`src/rtl/wptr_full.sv`:
```
// Write-side pointer and status logic for an asynchronous FIFO: binary/Gray write pointer,
// full/almost-full flags, an occupancy estimate and a sticky overflow flag.
module wptr_full #(
  parameter int unsigned ADDRSIZE     = 4,
  parameter int unsigned AFULL_THRESH = 12
) (
  input  logic                wclk,
  input  logic                wrst,
  input  logic                winc,
  input  logic [ADDRSIZE:0]   wq2_rptr,
  input  logic                wovf_clr,
  output logic [ADDRSIZE-1:0] waddr,
  output logic [ADDRSIZE:0]   wptr,
  output logic                wfull,
  output logic                walmost_full,
  output logic [ADDRSIZE:0]   wcount,
  output logic                wovf
);

  localparam logic [ADDRSIZE:0] AfullThr = AFULL_THRESH[ADDRSIZE:0];

  logic [ADDRSIZE:0] wbin;
  logic [ADDRSIZE:0] wbinnext;
  logic [ADDRSIZE:0] wgraynext;
  logic [ADDRSIZE:0] rbin_s;
  logic [ADDRSIZE:0] full_cmp;
  logic [ADDRSIZE:0] occ_next;
  logic              wr_ok;
  logic              ovf_set;

  assign wr_ok     = winc & ~wfull;
  assign ovf_set   = winc & wfull;
  assign wbinnext  = wbin + {{ADDRSIZE{1'b0}}, wr_ok};
  assign wgraynext = wbinnext ^ (wbinnext >> 1);
  assign waddr     = wbin[ADDRSIZE-1:0];

  // Full when the write pointer is exactly one lap ahead of the read pointer: in Gray code
  // that is the read pointer with its two MSBs inverted.
  assign full_cmp = {~wq2_rptr[ADDRSIZE:ADDRSIZE-1], wq2_rptr[ADDRSIZE-2:0]};

  always_comb begin
    rbin_s = '0;
    rbin_s[ADDRSIZE] = wq2_rptr[ADDRSIZE];
    for (int i = int'(ADDRSIZE) - 1; i >= 0; i--) begin
      rbin_s[i] = rbin_s[i+1] ^ wq2_rptr[i];
    end
  end

  assign occ_next = wbinnext - rbin_s;

  always_ff @(posedge wclk or posedge wrst) begin
    if (wrst) begin
      wbin         <= '0;
      wptr         <= '0;
      wfull        <= 1'b0;
      walmost_full <= 1'b0;
      wcount       <= '0;
      wovf         <= 1'b0;
    end else begin
      wbin         <= wbinnext;
      wptr         <= wgraynext;
      wfull        <= (wgraynext == full_cmp);
      walmost_full <= (occ_next >= AfullThr);
      wcount       <= occ_next;
      // A new overflow takes priority over a clear on the same edge.
      if (ovf_set) begin
        wovf <= 1'b1;
      end else if (wovf_clr) begin
        wovf <= 1'b0;
      end
    end
  end

endmodule

```
`config.mk`:
```
export PLATFORM = sky130hd
export DESIGN_NAME = wptr_full
export DESIGN_NICKNAME = d
export VERILOG_FILES = /design/src/rtl/wptr_full.sv
export SDC_FILE = /design/constraint.sdc
export NUM_CORES = 1
export LEC_CHECK = 0
export ABC_AREA = 1
export ABC_CLOCK_PERIOD_IN_PS = 2530
export CAP_MARGIN = 20
export CORE_MARGIN = 2
export CORE_UTILIZATION = 47
export CTS_CLUSTER_DIAMETER = 100
export CTS_CLUSTER_SIZE = 14
export DETAILED_ROUTE_END_ITERATION = 12
export GPL_TIMING_DRIVEN = 0
export PLACE_DENSITY = 0.8
export SLEW_MARGIN = 25
export SYNTH_ARGS = -nofsm -noshare
export SYNTH_HDL_FRONTEND = slang
export SYNTH_SLANG_ARGS = --single-unit
export TNS_END_PERCENT = 30
```
`constraint.sdc`:
```
create_clock -name wclk -period 2.53 [get_ports wclk]
set_input_delay 0.506 -clock wclk [delete_from_list [all_inputs] [get_ports wclk]]
set_output_delay 0.506 -clock wclk [all_outputs]
set_load 0.01 [all_outputs]
```
* After elaboration in Yosys (flattened, before gate mapping)
Cells that the tools add are included. W data, S select, Z words.
Word-level totals: flip-flop bits (word level) 18, latch bits 0, memory bits (writable) 0, ROM bits 0, bits of input ports 9, output and inout port bits 17, logic and storage cells 22, memories kept 0
Operators by class: add/subtract/negate cells 2, multipliers 0, div/mod/pow operators 0, $lt $le $gt $ge 1, equal/unequal tests 1, shift-type cells 0, multiplexer cells 2, bitwise logic cells 9, reductions and logical operators 1
Operators with widths (number):
- $add A5 B1 Y5 | 1
- $eq A5 B5 Y1 | 1
- $ge A5 B4 Y1 const B | 1
- $sub A5 B5 Y5 | 1
- $xor A5 B4 Y5 | 1
- $xor A1 B1 Y1 | 4
- $and A1 B1 Y1 | 2
- $mux W1 | 2
- $not A2 Y2 | 1
- $reduce_bool A2 Y1 | 1
- $not A1 Y1 | 1

* Longest topological paths before layout
Gate-level depths: netlist of the first run.
word-level depth 6, mapped depth 14, depth with buffers taken out 14

* Least setup slack after synthesis of the first run
Ideal clock, no wire load.
path type input-to-reg, from input winc, to register walmost_full, library setup time 0.124 ns, arrival 2.148 ns, data required time 2.406 ns, setup slack 0.257 ns, cell stages on the path 14, buffers on the path 0, cell sequence inv_1 nor2_1 ha_1 ha_1 inv_1 nand2_1 nand2_1 inv_1 ha_1 a21oi_1 o21ai_0 xor2_1 nand2_1 nand3_1
On the way: longest elaborated chain between the ends 4
Ends and longest elaborated chain:
- start, declared | line 9 | input logic winc,
- $and A1 B1 Y1 | line 31 | assign wr_ok = winc & ~wfull;
- $add A5 B1 Y5 | line 33 | assign wbinnext = wbin + {{ADDRSIZE{1'b0}}, wr_ok};
- via wbinnext[2] | line 23 | logic [ADDRSIZE:0] wbinnext;
- $sub A5 B5 Y5 | line 49 | assign occ_next = wbinnext - rbin_s;
- via occ_next[3] | line 27 | logic [ADDRSIZE:0] occ_next;
- $ge A5 B4 Y1 | line 63 | walmost_full <= (occ_next >= AfullThr);
- end signal, assigned | line 63
- end, declared | line 15 | output logic walmost_full,
The timed path passes the listed nets, and every way through them passes these cells. A chain may end at the register's enable or synchronous reset.

* Worst setup path after layout of the first run
from input winc, to register walmost_full
On the way: longest elaborated chain between the ends 4
Ends and longest elaborated chain (line):
- $and A1 B1 Y1 | 31
- $add A5 B1 Y5 | 33
- via wbinnext[3] | 23
- $sub A5 B5 Y5 | 49
- $ge A5 B4 Y1 | 63
The timed path passes the listed nets, and every way through them passes these cells.

==> flow_summary.yaml, run 1 <==
logic_synthesis:
  syn_area_um2: 968.4
  synth_nets: 136
  ys_ff_latch: 17
  synthTopCellsByArea: "dfrtp_1 44%, nand2_1 16%, ha_1 7.8%"
  synth.largest_area_cell: "dfrtp_1"
  yosys_warnings: 0
  avgSynthCellArea_um2: 8.070
  synth_top_area_share: 0.4393
  yosysSeqAreaShare: 0.4393
  synth_cells: 120
  yosysUniqueCellTypes: 17
die:
  die_h_um: 49.39
  start_util: 0.4936
  ios: 26
  core-area_mm2: 0.001962
  die_area_mm2: 0.002439
  die_w_um: 49.39
  rows: 16
worst_setup_path:
  reg2reg_from: "wfull"
  worstSetupEndpoint: "walmost_full"
  worstPathArrival_ns: 2.56
  critPathLaunch: "winc"
  cp.required_ns: 2.71
  ff2ff_setup_slack_ns: 0.45
  regToRegEndpoint: "walmost_full"
  r2r_cells: 12
  cp-start-kind: "input port"
  cp-end-kind: "register"
  critical_path_class: "input port to register"
  path_max_fanout: 4
clocking:
  clk_latency_ns: 0.29
  cts_buffer_depth: 2
  h-tree-depth: 1
  ctsHoldBuffers: 0
  numCtsBuffers: 3
  clk_pin_slew_ns: 0.09
  clockRootBuffer: "clkbuf_4"
  cts_tree: "yes"
  clock_sinks: 17
power_and_ir_drop:
  peakVddDrop_uv: 675.9
  p_per_area_mw_per_mm2: 1345
  p_leak_nw: 0.6903
  combPwrFrac: 0.660
  internal_power_mw: 1.071
  p_sw_mw: 0.7563
  pwr-share-clk: 0.078
  swShare: 0.4140
  p_seq_frac: 0.262
  report.power.total_mw: 1.827
global_route:
  grt_pass1_vias: 756
  met1_usage: 0.2369
  groute.layer.met3.usage: 0.01227
  top_usage_layer: "met2"
  gr-total-overflow: 0
  grtUsageTotal: 0.1848
  grt_max_degree: 18
  antenna_found_initial: 0
  grt_pass1_wl_um: 3291
  use_met2: 0.2928
placement:
  place_ws_ns: -0.4655
  placed_cell_area_mm2: 0.001252
  port-buffer-count: 25
  hpwl_um: 1471
  place_congestion: 0.8752
  dp_cells: 172
drt:
  antenna_left: 0
  vias_per_cell: 4.793
  drt_iter0_drc: 13
  firstDrtPassIters: 4
  wl_per_cell_um: 10.64
  vias: 858
  drt_wl_total_um: 1905
  remaining_drc_errors: 0
sta:
  max_slew_margin: 0.5876
  fmaxAchievable_ghz: 0.4193
  min_period_ns: 2.385
  setup_tns_ns: 0
  report.final.setup_viol: 0
  tightest_slew_ns: 0.6179
  finalHoldViolations: 0
  final_max_slew_viol_count: 0
  setup_ws_ns: 0.1452
  min_period_over_period: 0.9426
  fin_skew_ns: 0.004499
final_layout:
  final_common_cell: "nand2_1"
  stdcell_count: 179
  diodes: 0
  nNetsFinal: 169
  fin_area_mm2: 0.001359
  drive_gt1_frac: 0.1316
  area_delta_synth_final_pct: 40.31
  final_cell_mix: "39 x nand2_1, 22 x clkdlybuf4s50_1, 19 x inv_1"
  fillers: 164
status:
  status: "finished clean"
min_path:
  hp-class: "register to register"
run:
  max_cap_violations: 0
-- power groups by stage --
stage / Combinational (mW) / Clock, mW / Sequential (mW)
final: 1.20 / 0.143 / 0.479
after floorplan: 0.587 / 0 / 0.545
after detailed placement: 1.04 / 0 / 0.482
after global routing: 1.36 / 0.161 / 0.498
after global placement: 1.02 / 0 / 0.474
after CTS: 1.13 / 0.147 / 0.480
-- worst max-delay path, stage by stage --
cell and delay, ns:
clkdlybuf4s50_1 0.48, inv_1 0.04, nor2_1 0.09, ha_2 0.22, buf_4 0.13, nand3_1 0.09
nand2_1 0.09, nand2_2 0.11, ha_4 0.27, nand2_1 0.09, nor2_2 0.05, a211oi_2 0.18
or2_1 0.16, nand3_1 0.06
-- metrics by stage --
step                        util  hold WS [ns]
after floorplan                -        0.4321
after global placement    0.6384        0.5047
after detailed placement  0.6384        0.5247
after CTS                 0.6773        0.5406
after global routing      0.6926        0.6052
final                     0.6926        0.5409
-- metal layers --
layer / up-vias / wire length, um
li1: 441 / -
met1: 393 / 866
met2: 20 / 911
met3: 4 / 57
met4: 0 / 69
met5: - / 0
-- worst min path at each step --
| stage | slack (ns) | startpoint | endpoint | cells after the start |
|---|---|---|---|---|
| global route | 0.61 | wovf | wovf | 2 |
| finish | 0.54 | wovf | wovf | 2 |
| detailed placement | 0.52 | wovf | wovf | 2 |
| global placement | 0.50 | wfull | wovf | 2 |
| floorplan | 0.43 | wrst | walmost_full | 1 |
| CTS | 0.54 | wovf | wovf | 2 |
-- Yosys cell counts --
master and count:
xor2_2 1, nor2_1 4, a211oi_1 1, nand2_1 42
inv_1 20, nand3_1 14, dfrtp_1 17, fa_1 1
nand4_1 4, a21oi_1 1, xnor2_2 1, xor2_1 2
ha_1 6, o21ai_0 2, or2_1 2, xnor2_1 1
buf_6 1
-- logic make-up after synthesis --
group           count (synthesis)  synth area share
simple gates                   66            0.2894
buf+inv                        21           0.08914
flops                          17            0.4393
fa+ha+maj                       7           0.09819
xor+xnor                        5           0.06074
compound gates                  4           0.02325
-- flip-flops by register name (all words and copies together), names as in the netlist --
name,flops
wovf,1
wcount,5
wptr,4
wbin,5
walmost_full,1
wfull,1
-- what timing repair did --
| item | 4_1_cts | 5_1_grt |
|---|---|---|
| pin swaps | 2 | 2 |
| setup buffers | 2 | 1 |
| setup endpoints to repair | 3 | 3 |
| gates resized for setup | 9 | 7 |
| gates cloned | 0 | 0 |
-- layout make-up --
| class | count | area, um2 | area share |
|---|---|---|---|
| repair buffers | 28 | 272.8 | 0.2007 |
| multi-input cells | 82 | 514.2 | 0.3785 |
| plain buffers | 1 | 11.26 | 0.008287 |
| flip-flops and latches | 17 | 425.4 | 0.3131 |
| well taps | 27 | 33.78 | 0.02486 |
| inverters | 20 | 75.07 | 0.05525 |
| clock buffers | 4 | 26.28 | 0.01934 |
No activity file was read; power rests on OpenSTA's default activity.
==> run 2: changes to the inputs <==
--- a/config.mk
+++ b/config.mk
@@ -15,7 +15,7 @@
 export DETAILED_ROUTE_END_ITERATION = 12
 export GPL_TIMING_DRIVEN = 0
 export PLACE_DENSITY = 0.8
-export SLEW_MARGIN = 25
+export SLEW_MARGIN = 0
 export SYNTH_ARGS = -nofsm -noshare
 export SYNTH_HDL_FRONTEND = slang
 export SYNTH_SLANG_ARGS = --single-unit
==> results of run 2 <==
No change in the layout: final DEF, timing and power equal those of run 1.
==> run 3: changes to the inputs <==
--- a/config.mk
+++ b/config.mk
@@ -15,6 +15,8 @@
 export DETAILED_ROUTE_END_ITERATION = 12
 export GPL_TIMING_DRIVEN = 0
 export PLACE_DENSITY = 0.8
+export REMOVE_ABC_BUFFERS = 1
+export SKIP_CTS_REPAIR_TIMING = 1
 export SLEW_MARGIN = 0
 export SYNTH_ARGS = -nofsm -noshare
 export SYNTH_HDL_FRONTEND = slang
==> run 3 against run 2 <==
Net effect:
- register-to-register slack worse by 0.08 ns
- via count rose by 3.3%
- non-clock buffer count stayed put
- total power increased by 1.2%
- critical path type unchanged
==> flow_summary.yaml, run 3 (synthesis gave the netlist of run 1 again) <==
status:
  status: "finished clean"
clocking:
  clock_sinks: 17
  h-tree-depth: 1
  cts_buffer_depth: 2
  numCtsBuffers: 3
  clk_pin_slew_ns: 0.10
  clockRootBuffer: "clkbuf_4"
  clk_latency_ns: 0.30
  cts_tree: "yes"
drt:
  antenna_left: 0
  drt_wl_total_um: 2147
  drt_iter0_drc: 11
  remaining_drc_errors: 0
  vias_per_cell: 4.950
  wl_per_cell_um: 11.99
  vias: 886
  firstDrtPassIters: 4
worst_setup_path:
  worstPathArrival_ns: 2.63
  cp.required_ns: 2.72
  r2r_cells: 13
  critical_path_class: "input port to register"
  cp-start-kind: "input port"
  cp-end-kind: "register"
  path_max_fanout: 5
final_layout:
  diodes: 0
  area_delta_synth_final_pct: 40.31
  final_cell_mix: "39 x nand2_1, 22 x clkdlybuf4s50_1, 19 x inv_1"
  drive_gt1_frac: 0.1250
  nNetsFinal: 169
  utilization: 0.6926
  reg.largest.list: "wbin (5), wcount (5), wptr (4)"
  final_common_cell: "nand2_1"
die:
  rows: 16
  die_h_um: 49.39
  die_area_mm2: 0.002439
  ios: 26
  start_util: 0.4936
  core-area_mm2: 0.001962
  die_w_um: 49.39
sta:
  min_period_over_period: 0.9645
  min_period_ns: 2.440
  setup_tns_ns: 0
  fmaxAchievable_ghz: 0.4098
  final_max_slew_viol_count: 0
  report.final.setup_viol: 0
  max_slew_margin: 0.5707
  finalHoldViolations: 0
  fin_skew_ns: 0.003899
  tightest_slew_ns: 0.6433
  hold_slack_ns: 0.5488
power_and_ir_drop:
  p_per_area_mw_per_mm2: 1360
  peakVddDrop_uv: 578.8
  p_leak_nw: 0.7058
placement:
  port-buffer-count: 25
  hpwl_um: 1555
  place_congestion: 0.8744
global_route:
  grt_pass1_wl_um: 3111
  grt_pass1_vias: 752
  grt_max_degree: 18
  antenna_found_initial: 0
  gr-total-overflow: 0
  grtUsageTotal: 0.1750
min_path:
  min_path_cells: 2
  hp-class: "register to register"
run:
  max_cap_violations: 0
==> run 3: cell types whose count changed in the layout (fill, tap and decap cells not counted), sizes merged <==
cell	before	now
dlygate4sd2	2	0
dlymetal6s2s	1	3
==> run 3: stage by stage <==
stage	setup WS, ns	instances	area, um2	power, mW
floorplan	0.2571	119	957.2	1.115
detailed placement	-0.4643	171	1241	1.520
CTS	-0.1592	175	1267	1.666
global placement	-0.4215	171	1241	1.475
global route	-0.06994	179	1359	2.006
finish	0.08971	179	1359	1.848
==> run 3: area by class of cell <==
| cell class | count | area [um2] |
|---|---|---|
| Timing Repair Buffer | 29 | 287.8 |
| Tap cell | 27 | 33.78 |
| Inverter | 20 | 75.07 |
| Fill cell | 173 | 603.1 |
| Multi-Input combinational cell | 82 | 510.5 |
| Sequential cell | 17 | 425.4 |
| Clock buffer | 4 | 26.28 |
==> run 3: path summary, 6_finish.rpt <==
path | start | end | slack [ns]
max in group asynchronous | wrst | wcount[1] | 1.53
worst max register to register | wfull | walmost_full | 0.37
worst min-delay path | wovf | wovf | 0.55
worst min register to register | wovf | wovf | 0.55
worst max-delay path | winc | walmost_full | 0.09
min in group asynchronous | wrst | wptr[1] | 0.59
==> run 3: power by group <==
| part | internal, mW | switching (mW) | leakage, nW |
|---|---|---|---|
| registers | 0.411 | 0.0818 | 0.204 |
| clock network | 0.0615 | 0.0872 | 0.0150 |
| logic | 0.590 | 0.618 | 0.487 |
| total | 1.06 | 0.787 | 0.706 |
==> run 3: critical path: stages <==
cell and delay, ns:
clkdlybuf4s50_1 0.48, inv_1 0.06, nor2_2 0.08, ha_2 0.24, ha_4 0.17, inv_1 0.06, nand2_2 0.09, nand2_2 0.08
inv_2 0.09, ha_4 0.22, nand2_1 0.07, nor2_1 0.04, a211oi_1 0.21, or2_1 0.16, nand3_1 0.06
==> run 3: metal layers <==
layer,global-route usage,up-vias,wire length (um)
li1,-,438,-
met1,0.1908,411,854
met2,0.3041,30,1123
met3,0.02147,7,96
met4,0.1389,0,73
met5,0,-,0
==> RTL edit 1: new RTL, settings of run 3 <==
Set the parameter `ADDRSIZE` to 8 (it was 4).
--- a/src/rtl/wptr_full.sv
+++ b/src/rtl/wptr_full.sv
@@ -3,3 +3,3 @@
 module wptr_full #(
-  parameter int unsigned ADDRSIZE     = 4,
+  parameter int unsigned ADDRSIZE     = 8,
   parameter int unsigned AFULL_THRESH = 12
Ports: changed (resized waddr, wcount, wptr and wq2_rptr); port bits go from 26 to 42. The function was not compared with the original's and may differ.
==> RTL edit 1 against run 3 <==
  * The run now ends with setup timing left
  * Sequential cell count grew 12
  * Routed wire length grew 120%
  * Area after synthesis grew 82%
  * Worst setup slack lost 0.53 ns
  * Worst hold slack lost 0.045 ns
  * Cell area grew 110%
  * Non-clock buffer count grew 24
  * Synthesized cell count grew 65%
  * Power grew 100%
  * Register-to-register slack lost 0.45 ns
  * Largest power group unchanged
==> RTL edit 1: results (changes against run 3) <==
drt:
  drt-initial-drc-count: 92  # +81
  wire_per_inst_um: 15.2  # +27%
setup_path:
  reg2reg_setup_slack_ns: -0.08  # -0.45 ns
  rr_worst_depth: 15  # +2
  worstPathMaxFanout: 3  # -2
  cp.arrival_ns: 3.12  # +0.49 ns
  setup.worst_path.start: "wq2_rptr[6]"
clock_network:
  root_buffer: "clkbuf_8"
  cts_buffers: 5  # +2
  clock_latency_ns: 0.28  # -0.02 ns
  cts.clk_slew.worst_paths_ns: 0.06  # -0.04 ns
  htree_levels: 2  # +1
finish:
  fill_cells: 215  # +24%
  largestRegisters: "wbin x9, wcount x9, wptr x8"
  area_growth_pct: 60.2
  fin_nets: 282  # +67%
  layout-drive-gt1-share: 0.372  # +0.247
status:
  outcome: "finished with violations"
  violations: "setup timing"
grt:
  met1_usage: 0.209  # +0.0179
  grt_util_all_layers: 0.180  # +0.00481
  grt_max_degree: 23  # +5
  use_met2: 0.297  # -0.00686
  grt_pass1_vias: 1349  # +79%
  grt_pass1_wl_um: 5680  # +83%
hold_path:
  hold_path.class: "primary input to flop"
  hold_depth: 3  # +1
placed_design:
  dp_hpwl_um: 2640  # +70%
  placed_area_um2: 2260  # +82%
  port-buffer-count: 41  # +64%
  place_congestion: 0.825  # -5.6%
timing:
  max-slew-margin-rel: 0.737  # +0.167
  skew_ns: 0.00598  # +0.00208 ns
  setup_viol: 5  # +5
  setup_slack_ns: -0.437  # -0.527 ns
  tns_ns: -0.933  # -0.933 ns
power:
  leakagePower_uw: 0.00134  # +91%
  peakVddDrop_mv: 0.655  # +13%
logic_synthesis:
  ys.warnings.count: 0  # unchanged
  async_flop_share: 1.00  # unchanged
  synthTopCellsByArea: "dfrtp_1 (41%), nand2_1 (8.7%), ha_1 (7.1%)"
  synthTopCellsByCount: "nand2_1 (41), inv_1 (31), dfrtp_1 (29)"
  synth_seq_area_share: 0.411  # -0.0282
==> RTL edit 1: worst min path at each step <==
| stage | start | slack [ns] | end |
|---|---|---|---|
| after detailed placement | wfull | 0.52 | wovf |
| after global placement | wovf | 0.52 | wovf |
| after floorplan | wfull | 0.53 | wovf |
| after global routing | wrst | 0.54 | wptr[2] |
| final | winc | 0.50 | wovf |
| after CTS | wrst | 0.51 | wcount[1] |
==> RTL edit 1: layer usage <==
metal,wire [um],vias to the layer above
met1,1980,781
met2,2290,62
li1,-,747
met5,0,-
met3,287,10
met4,102,0
==> RTL edit 1: worst max-delay path, stage by stage <==
cell and delay, ns:
buf_4 0.13, inv_4 0.06, nand3_4 0.10, nand2_4 0.13, nand2_4 0.06, nand3_4 0.11, nand2_4 0.09, nand2_4 0.10
nand3_4 0.08, nand3_2 0.10, nand3_2 0.08, nand2_1 0.08, ha_2 0.18, inv_2 0.05, fa_2 0.37, nand3_2 0.08
nand2_2 0.06, a21oi_2 0.18, o21ai_1 0.09, a21oi_1 0.18, xnor2_1 0.18, nand3_1 0.11
==> RTL edit 1: power by group <==
part	switching (uW)	internal, uW
combinational	1280	1210
clock	170	215
sequential	141	705
total	1590	2130
==> RTL edit 1: final cells by class <==
| cell class | count | share of cell area |
|---|---|---|
| clock buffers | 7 | 0.0305 |
| flip-flops and latches | 29 | 0.257 |
| well taps | 48 | 0.0212 |
| inverters | 34 | 0.0535 |
| repair buffers | 53 | 0.194 |
| multi-input cells | 135 | 0.444 |
==> RTL edit 1: logic make-up (layout without fill, tap and decap cells) <==
group                      after synthesis  after routing  synth area share
xor gates and xnor gates                20             20             0.130
DFF                                     29             29             0.411
AOI/OAI and AO/OA                       12             12            0.0383
adders and majority gates               11             11            0.0822
buffers and inverters                   34             94            0.0801
and+or+nand+nor                         92             92             0.258
==> RTL edit 1: stage by stage <==
step / setup slack (ns) / cells
2_1_floorplan: -0.396 / 198
3_3_place_gp: -1.23 / 287
3_5_place_dp: -1.40 / 288
4_1_cts: -1.13 / 295
5_1_grt: -0.622 / 306
6_report: -0.437 / 306
==> RTL edit 2: new RTL, config.mk and constraints of run 3 <==
Made on the original files. The output `wcount` loses its register stage (`wcount` becomes a continuous assignment).
--- a/src/rtl/wptr_full.sv
+++ b/src/rtl/wptr_full.sv
@@ -56,3 +56,2 @@
       walmost_full <= 1'b0;
-      wcount       <= '0;
       wovf         <= 1'b0;
@@ -63,3 +62,2 @@
       walmost_full <= (occ_next >= AfullThr);
-      wcount       <= occ_next;
       // A new overflow takes priority over a clear on the same edge.
@@ -73,2 +71,4 @@
 
+  assign wcount = occ_next;
+
 endmodule
Check against the original RTL: not equivalent (a bounded check fails within 4 cycles, from zero or initial values and one cycle with wrst high).
==> RTL edit 2 against run 3 <==
  * The flow now finishes with violations (setup timing)
  * Routed wire length grew 2.1%
  * Area after synthesis decreased by 13%
  * Cell count fell by 1.7%
  * Non-clock buffer count is 4 higher
  * Synthesized cell count fell by 4.2%
  * Worst setup slack lost 0.47 ns
  * Power rose by 1.6%
  * Sequential cell count is 5 lower
  * Cell area fell by 2.8%
  * Sequential share of layout area down 8.6 points
  * Largest power group unchanged
==> RTL edit 2: results (changes against run 3) <==
logic_synthesis:
  synthTopCellsByArea: "dfrtp_1 (36%), nand2_1 (19%), ha_1 (8.9%)"
  synth_seq_area_share: 0.356  # -0.0832
  synthTopCellsByCount: "nand2_1 (42), inv_1 (20), nand3_1 (14)"
  synthAdderAreaFrac: 0.113  # +0.0146
  synth_compound_area_frac: 0.0267  # +0.00345
  synth_cells: 115  # -4.2%
drt:
  drt-initial-drc-count: 17  # +6
  wl_met3_um: 80  # -17%
  vias_per_cell: 5.02  # +1.4%
  wire_per_inst_um: 12.5  # +3.9%
  wirelength_um: 2190  # +2.1%
  drtPass1Iterations: 4  # unchanged
  drt-met1-wl_um: 844  # -1.2%
  dr_wl_met2_um: 1180  # +5.3%
finish:
  fin_nets: 168  # -0.59%
  fill_cells: 120  # -31%
  layout-drive-gt1-share: 0.265  # +0.140
  register_area_um2: 300  # -29%
  largestRegisters: "wbin x5, wptr x4"
placed_design:
  place_congestion: 0.808  # -7.5%
  dpl_worst_slack_ns: -1.38  # -0.918 ns
  dp_cells: 164  # -4.1%
  placed_area_um2: 1110  # -10%
timing:
  tns_ns: -1.06  # -1.06 ns
  tightest_slew_ns: 0.443  # -0.200 ns
  setup_viol: 4  # +4
  setup_slack_ns: -0.382  # -0.471 ns
status:
  outcome: "finished with violations"
  violations: "setup timing"
grt:
  grt_pass1_wl_um: 2790  # -10%
  grt_pass1_vias: 716  # -4.8%
  grt_max_degree: 13  # -5
  grt_util_all_layers: 0.188  # +0.0127
setup_path:
  cp.arrival_ns: 2.41  # -0.22 ns
  worstPathMaxFanout: 3  # -2
hold_path:
  hold_path.class: "primary input to flop"
power:
  leakagePower_uw: 0.000705  # about the same
RTL edit 2: cell count changes after synthesis, sizes merged:
cell   change
dfrtp      -5
RTL edit 2: final timing paths:
kind	startpoint	to	slack, ns	cells after the start
worst min register to register	wfull	wovf	0.52	2
worst min-delay path	winc	wovf	0.49	3
worst max-delay path	wq2_rptr[2]	wcount[4]	-0.38	14
max in group asynchronous	wrst	wbin[2]	1.69	2
worst max register to register	wfull	walmost_full	0.44	12
min in group asynchronous	wrst	wptr[2]	0.53	2
RTL edit 2: layer usage:
metal / global-route usage / vias up
li1: - / 434
met1: 0.219 / 414
met2: 0.333 / 29
met3: 0.0157 / 6
met4: 0.103 / 0
met5: 0 / -
RTL edit 2: report_power, final:
group | internal (uW) | switching [uW] | total (uW)
sequential | 284 | 75.9 | 360
combinational | 653 | 708 | 1360
clock | 87.6 | 69.0 | 157
RTL edit 2: worst max-delay path, cell delays in order:
cell            delay, ns
dlymetal6s2s_1       0.20
inv_1                0.09
or2_1                0.26
nand3_2              0.09
nand3_2              0.06
nand2_1              0.06
inv_1                0.04
ha_2                 0.17
fa_2                 0.35
nor2_2               0.10
a211oi_2             0.06
or2_1                0.22
nand2_1              0.07
buf_2                0.12
RTL edit 2: cells by family (layout without fill, tap and decap cells):
group / count (synthesis) / after routing
flip-flops: 12 / 12
XOR/XNOR: 5 / 5
AND/OR/NAND/NOR: 66 / 66
buffers and inverters: 21 / 57
AO/OA/AOI/OAI: 4 / 4
adder cells (fa/ha/maj): 7 / 7
RTL edit 2: area by class of cell:
cell class,count,share of cell area
Sequential cell,12,0.227
Inverter,20,0.0587
Multi-Input combinational cell,82,0.431
Tap cell,25,0.0237
Clock buffer,4,0.0275
Timing Repair Buffer,33,0.232
